### config.mk
export PLATFORM = sky130hd
export DESIGN_NAME = fifomem_wr_arbiter
export DESIGN_NICKNAME = d
export VERILOG_FILES = /design/src/rtl/fifomem_wr_arbiter.sv
export SDC_FILE = /design/constraint.sdc
export NUM_CORES = 1
export LEC_CHECK = 0
export BUFFER_PORTS_ARGS = -buffer_cell sky130_fd_sc_hd__buf_2
export CAP_MARGIN = 5
export CORE_MARGIN = 5
export CORE_UTILIZATION = 35
export DETAILED_ROUTE_END_ITERATION = 10
export PLACE_DENSITY_LB_ADDON = 0.12
export SYNTH_ARGS = -nofsm -noshare
export SYNTH_HDL_FRONTEND = slang
export SYNTH_SLANG_ARGS = --single-unit
### constraint.sdc
create_clock -name w_clk -period 2.58 [get_ports w_clk]
set_clock_uncertainty 0.15 [all_clocks]
set_input_delay 0.129 -clock w_clk [delete_from_list [all_inputs] [get_ports w_clk]]
set_output_delay 0.129 -clock w_clk [all_outputs]
set_load 0.03 [all_outputs]
### src/rtl/fifomem_wr_arbiter.sv
// fifomem_wr_arbiter
// Round-robin arbiter that shares the single write port of a fifomem-style
// dual-port RAM among NREQ producers. A grant lasts for at most MAXBURST
// accepted beats, and the arbiter honours w_full backpressure.
//
// Ports:
//   w_clk        write-domain clock; all logic runs on the rising edge
//   w_rst        synchronous reset, active-high
//   req_valid    per-requester beat valid
//   req_last     per-requester end-of-burst marker, qualified by req_valid
//   req_data     packed beats; requester i is at [i*DATASIZE +: DATASIZE]
//   req_ready    one-hot-or-zero accept toward the requesters
//   w_full       memory full; no write issues while this is high
//   w_en, w_data write strobe and write data toward the memory
//   grant_id     current owner; valid while busy is high
//   busy         a burst is in progress
//
// Optional build macro FIFOMEM_ARB_STATS_EN adds these outputs:
//   stall_cnt    saturating count of owner-valid cycles stalled by w_full
//   beats_total  wrapping count of w_en pulses
module fifomem_wr_arbiter #(
  parameter int unsigned NREQ     = 4,
  parameter int unsigned DATASIZE = 8,
  parameter int unsigned MAXBURST = 4,
  localparam int unsigned IDW     = (NREQ > 1) ? $clog2(NREQ) : 1
) (
  input  logic                     w_clk,
  input  logic                     w_rst,
  input  logic [NREQ-1:0]          req_valid,
  input  logic [NREQ-1:0]          req_last,
  input  logic [NREQ*DATASIZE-1:0] req_data,
  output logic [NREQ-1:0]          req_ready,
  input  logic                     w_full,
  output logic                     w_en,
  output logic [DATASIZE-1:0]      w_data,
  output logic [IDW-1:0]           grant_id,
  output logic                     busy
`ifdef FIFOMEM_ARB_STATS_EN
  ,
  output logic [15:0]              stall_cnt,
  output logic [31:0]              beats_total
`endif
);

  typedef enum logic [0:0] {StIdle, StBurst} state_e;

  state_e          state_q;
  logic [IDW-1:0]  owner_q;
  logic [IDW-1:0]  rr_ptr_q;
  logic [7:0]      beat_cnt_q;

  logic [DATASIZE-1:0] data_arr [NREQ];

  for (genvar gi = 0; gi < NREQ; gi++) begin : g_unpack
    assign data_arr[gi] = req_data[gi*DATASIZE +: DATASIZE];
  end

  logic in_burst, owner_valid, accept, last_hit, cap_hit, burst_end;

  assign in_burst    = (state_q == StBurst);
  assign owner_valid = req_valid[owner_q];
  assign accept      = in_burst && owner_valid && !w_full;
  assign last_hit    = accept && req_last[owner_q];
  assign cap_hit     = accept && (({1'b0, beat_cnt_q} + 9'd1) == 9'(MAXBURST));
  // A burst must be contiguous: an owner gap while the memory can take data ends it.
  assign burst_end   = last_hit || cap_hit || (in_burst && !owner_valid && !w_full);

  // Rotating priority search starting just after the base index. In IDLE the base
  // is rr_ptr; on a burst end it is the outgoing owner, which becomes rr_ptr.
  logic [NREQ-1:0] arb_cand;
  logic [IDW-1:0]  arb_base;
  logic [IDW-1:0]  arb_idx;
  logic [IDW-1:0]  arb_pick;
  logic            arb_found;

  always_comb begin
    arb_cand  = req_valid;
    // The valid that carried the final (last-marked) beat was just consumed, so
    // it is not a request for a new burst. After a MAXBURST cut the owner still
    // competes, at lowest priority.
    if (last_hit) begin
      arb_cand[owner_q] = 1'b0;
    end
    arb_base  = in_burst ? owner_q : rr_ptr_q;
    arb_idx   = '0;
    arb_pick  = '0;
    arb_found = 1'b0;
    for (int unsigned i = 1; i <= NREQ; i++) begin
      arb_idx = IDW'((32'(arb_base) + i) % NREQ);
      if (!arb_found && arb_cand[arb_idx]) begin
        arb_found = 1'b1;
        arb_pick  = arb_idx;
      end
    end
  end

  always_comb begin
    req_ready = '0;
    if (in_burst) begin
      req_ready[owner_q] = !w_full;
    end
  end

  assign w_en     = accept;
  assign w_data   = in_burst ? data_arr[owner_q] : '0;
  assign grant_id = owner_q;
  assign busy     = in_burst;

  always_ff @(posedge w_clk) begin
    if (w_rst) begin
      state_q    <= StIdle;
      owner_q    <= '0;
      rr_ptr_q   <= IDW'(NREQ - 1);
      beat_cnt_q <= '0;
    end else begin
      unique case (state_q)
        StIdle: begin
          if (arb_found) begin
            owner_q <= arb_pick;
            state_q <= StBurst;
          end
        end
        StBurst: begin
          if (burst_end) begin
            rr_ptr_q   <= owner_q;
            beat_cnt_q <= '0;
            if (arb_found) begin
              owner_q <= arb_pick;
            end else begin
              state_q <= StIdle;
            end
          end else if (accept) begin
            beat_cnt_q <= beat_cnt_q + 8'd1;
          end
        end
        default: state_q <= StIdle;
      endcase
    end
  end

`ifdef FIFOMEM_ARB_STATS_EN
  always_ff @(posedge w_clk) begin
    if (w_rst) begin
      stall_cnt   <= '0;
      beats_total <= '0;
    end else begin
      if (in_burst && owner_valid && w_full && (stall_cnt != 16'hFFFF)) begin
        stall_cnt <= stall_cnt + 16'd1;
      end
      if (w_en) begin
        beats_total <= beats_total + 32'd1;
      end
    end
  end
`endif

endmodule

## Yosys cells after proc, flatten, opt, wreduce, memory -nomap -nowiden

Index checks and enable logic that the tools add are counted.

- Add/subtract/negate cells: 6
- Multiply operators: 0
- Divide/modulo/power cells: 0
- Magnitude comparators: 7
- Equal/unequal tests: 2
- Shift operators: 0
- Multiplexer cells: 37
- Bitwise operators: 5
- Reduce and logical (&&, ||, !) cells: 20

Operators by type and width:

| kind | count |
|---|---|
| 2-to-1 mux 8 bit | 5 |
| binary-select mux 8 bit (select 2 bit) | 1 |
| less-than comparator 2 x 3 -> 1 bit (second input constant) | 5 |
| 2-to-1 mux 2 bit | 7 |
| 2-to-1 mux 1 bit | 13 |
| binary-select mux 1 bit (select 2 bit) | 6 |
| logical AND 1 bit | 10 |
| adder 8 x 1 -> 9 bit (second input constant) | 1 |
| equality test 9 x 3 -> 1 bit (second input constant) | 1 |
| adder 8 x 1 -> 8 bit (second input constant) | 1 |
| bitwise AND 4 bit | 2 |
| 2-to-1 mux 4 bit | 2 |
| logical NOT 1 bit | 5 |
| adder 2 x 1 -> 2 bit (second input constant) | 2 |
| adder 2 bit (second input constant) | 2 |
| inverter 4 bit | 1 |
| case mux 2 bit (2 select lines) | 1 |
| AND reduction 2 bit | 2 |
| >= comparator 3 bit (second input constant) | 1 |
| inverter 2 -> 3 bit | 1 |
| demux 1 bit (select 2 bit) | 1 |
| >= comparator 2 x 1 -> 1 bit (second input constant) | 1 |
| logical OR 1 bit | 2 |
| != test 2 x 1 -> 1 bit (second input constant) | 1 |
| other kinds (3) | 3 |

- Flip-flop bits (word level): 13
- Bits in latches: 0
- Bits in writable memories: 0
- ROM bits: 0
- Logic and storage cells: 81
- Memories kept: 0

## Logic depth before layout (Yosys ltp)

- Word-level depth: 22
- Gate-level depth with buffers: 8

## Worst setup path after synthesis

OpenSTA, ideal clock, no wires.

- Path type: flip-flop to flip-flop
- Start: reg state_q (netlist: busy)
- End: reg owner_q[1] (netlist: grant_id[1])
- Arrival: 2958 ps
- Required time: 2303 ps
- Setup slack: -655 ps
- Cell stages (with the launch flop): 8
- Buffers on the path: 1
- Clock period less this slack: 3235 ps
- Cells stage by stage: dfxtp_1 buf_2 nor4b_1 a21boi_0 nor4_1 a211o_1 mux2i_1 nor2_1

- Cells in the longest elaborated chain, start to end: 19

Ends and longest elaborated chain:

| item | RTL line | source |
|---|---|---|
| start: declaration | 47 | `state_e state_q;` |
| start signal: assignment | 111 | `state_q <= StIdle;` |
| start signal: assignment | 120 | `state_q <= StBurst;` |
| start signal: assignment | 130 | `state_q <= StIdle;` |
| parallel branches: the longest is 19 deep, another holds adder 2 x 1 -> 2 bit | -- |  |
| end signal: assignment | 119 | `owner_q <= arb_pick;` |
| end signal: assignment | 128 | `owner_q <= arb_pick;` |
| end: declaration | 48 | `logic [IDW-1:0] owner_q;` |

Several ways; the timed one is not identified. The select of a mux whose other input is x is not followed.
A chain may end at the register's enable or synchronous reset.

## Worst setup path after layout

- Start: reg owner_q[0] (netlist: grant_id[0])
- End: reg beat_cnt_q[2]

- Cells in the longest elaborated chain, start to end: 9

Ends and longest elaborated chain:

| item | RTL line | source |
|---|---|---|
| binary-select mux 1 bit (select 2 bit) | 61 | `assign owner_valid = req_valid[owner_q];` |
| 2-to-1 mux 1 bit (not written as such) | 61 |  |
| logical AND 1 bit (2 in series) | 62 | `assign accept = in_burst && owner_valid && !w_full;` |
| logical AND 1 bit (on tied branches) | 63, 64 |  |
| logical OR 1 bit (2 in series) | 66 | `assign burst_end = last_hit \|\| cap_hit \|\| (in_burst && !owner_valid && !w_full);` |
| nonzero test 2 bit (no source line) | -- |  |
| AND reduction 2 bit (no source line) | -- |  |
| end signal: assignment | 133 | `beat_cnt_q <= beat_cnt_q + 8'd1;` |
| end: declaration | 50 | `logic [7:0] beat_cnt_q;` |

Parallel ways exist; a longest one is shown, timed or not. The select of a mux whose other input is x is not followed.

==> results.cfg <==
[route]
drt-met1-wl_mm = 1.44
drtIter0Drc = 53
dr.pass1.iters = 4
viasPerCell = 5.25
vias = 1217
dr_wl_met2_mm = 1.31
dr.max_layer_used = met4
wl_met3_um = 299
drc = 0
antenna_left = 0
wl_per_cell_um = 13.3
drt-total-wl_mm = 3.08

[synthesis]
syn_area_per_cell_um2 = 9.08
synth.distinct_cells = 36
synthAdderAreaFrac_pct = 2.17
synth_common_cells = dfxtp_1 (13), and2_1 (10), mux4_2 (10), nor2_1 (9)
synth_nets = 172
synth_top_family_by_area = simple AND/OR/NAND/NOR gates
synth_xor_area_share_pct = 0.759
yosys-mux-area-fraction_pct = 22.1
synthCells = 127
yosysWarnings = 0
synth_flop_cell = dfxtp_1
ys_seq_area_share_pct = 22.6
post-synth-top-area-fraction_pct = 22.6
netlist_area_um2 = 1150
synthArstFlopShare_pct = 0
synth-edff-count = 0
ys_ff_latch = 13
yosysMostFrequentCell = dfxtp_1
synthTopCellsByArea = dfxtp_1 (23%), mux4_2 (20%), and2_1 (5.4%), nor2b_1 (3.8%), o21ai_0 (3.5%)
synth_top_area_cell = dfxtp_1
synthSimpleGateAreaFrac_pct = 30.8
synth_compound_area_share_pct = 17.6

[grt]
grt_pass1_vias = 1264
grt_antenna_before_repair = 0
grt_pass1_wl_mm = 5.40
grt_usage_pct = 15.5
grt_max_degree = 13
grt_overflow_total = 0

[power]
power_density_nw_per_um2 = 419
power.leakage_nw = 0.701
vdd_drop_max_mv = 0.171
power_mw = 0.651

[timing]
fmax_mhz = 417
post-route-period-util_pct = 93.0
maxSlewViolCount = 0
rsz0062_at_grt = false
setup_tns_ns = 0
finalWorstSetupSlack_ns = 0.180
min_period_ns = 2.40
finalSetupViolCount = 0
maxSlewHeadroom_pct = 73.4
hold_violations = 0
max_slew.worst_pin.slew_ns = 0.395
worst_hold_slack_ns = 0.130

[final_layout]
fill_cells = 323
drive_gt1_share_pct = 44.1
fin_nets = 234
synthToLayoutAreaGrowth_pct = 34.8
post-route-util_pct = 50.1
diodes = 0

[run_status]
status = finished clean

[worst_setup_path]
startpoint_type = register
path_class = register to register
critPathMaxFanout = 9
cp.arrival_ns = 2.45
cpMaxStageDelayCell = mux4_2
required_ns = 2.63
end_kind = register
reg2reg_slack_ns = 0.18
crit_top_cell = o21ai_0
critical_path.cell_chain = mux4_2 > or4b_1 > a31o_1 > nor2_1 > o21ai_0 > o21ai_0
max_stage_delay_ns = 0.56

[placement]
place_ws_ns = 0.180
dpl.hpwl_mm = 2.56
port_buffers = 58
gp_congestion = 0.743

[clock_network]
path_clk_slew_ns = 0.08
cts_tree = yes
htreeDepth = 1
cts_buffer_depth = 2
root_buffer = clkbuf_4
numCtsBuffers = 3
cts.sinks = 13
clock_latency_ns = 0.27

[die]
die_w_um = 67.4
row_count = 20
dieArea_um2 = 4540
ios = 59
start_util_pct = 37.2
core_area_um2 = 3100
die_y_um = 67.4

[worst_hold_path]
hp-class = input pin to register

[run]
drv_cap = 0
-- cells in the final DEF (no fill, tap or decap), types with 2 or more instances in the layout --
master,netlist,layout
a211o_1,2,2
a21boi_0,5,5
a21oi_1,4,4
and2_1,10,10
and3_1,5,5
and4bb_2,2,2
buf_2,1,58
buf_4,0,6
clkbuf_4,0,3
dfxtp_1,13,13
ha_1,2,2
mux2i_1,3,3
mux4_2,10,10
nand2_1,8,8
nand2b_1,5,5
nand3_1,5,5
nor2_1,9,9
nor2b_1,7,7
nor3_1,2,2
o21ai_0,8,8
o31ai_1,3,3
-- flip-flops by register name (all words and copies together), names as in the netlist --
register    count
beat_cnt_q      8
grant_id        2
rr_ptr_q        2
busy            1
-- metal layers --
| layer | vias up | track usage [%] |
|---|---|---|
| met1 | 550 | 20.2 |
| met5 | - | 0 |
| met2 | 58 | 24.0 |
| li1 | 607 | - |
| met3 | 2 | 4.66 |
| met4 | 0 | 5.82 |
-- layout make-up --
type	instances	area (um^2)	area share, %
clock buffer	4	26.3	1.69
multi-input combinational	106	868	55.8
sequential	13	260	16.7
tap	44	55.1	3.54
timing repair buffer	65	345	22.2
-- timing repair --
action / 4_1_cts / 5_1_grt
setup buffers: 0 / 0
endpoints found under the setup margin: 0 / 2
resized for setup: 0 / 1
hold buffers: 1 / 0
hold endpoints to repair: 4 / 0
-- kinds of logic (layout without fill, tap and decap cells) --
group                      Yosys count  in the layout
and+or+nand+nor                     60             60
AOI/OAI and AO/OA                   30             30
muxes                               13             13
DFF                                 13             13
buffers and inverters                8             69
adders and majority gates            2              2
xor gates and xnor gates             1              1
-- report_power, final --
| group | switching [mW] | total, mW | internal, mW |
|---|---|---|---|
| sequential | 0.0169 | 0.227 | 0.210 |
| combinational | 0.151 | 0.297 | 0.146 |
| clock | 0.0677 | 0.128 | 0.0599 |
-- stage by stage --
step	cells	instance area, um^2
2_1_floorplan	127	1170
3_3_place_gp	227	1510
3_5_place_dp	227	1510
4_1_cts	232	1550
5_1_grt	232	1560
6_report	232	1560
-- worst max-delay path, delay by kind of cell (launching register included) --
| kind | cells | cell delay (ns) |
|---|---|---|
| and+or+nand+nor | 2 | 0.64 |
| muxes | 1 | 0.56 |
| DFF | 1 | 0.51 |
| AOI/OAI and AO/OA | 3 | 0.48 |
-- worst paths after layout --
path,from,end,cells after the start
worst max-delay path,grant_id[0],beat_cnt_q[2],6
worst min-delay path,w_full,busy,3
worst max register to register,grant_id[0],beat_cnt_q[2],6
worst min register to register,beat_cnt_q[7],beat_cnt_q[7],2
Note: power is estimated with default switching activity, not from simulation.
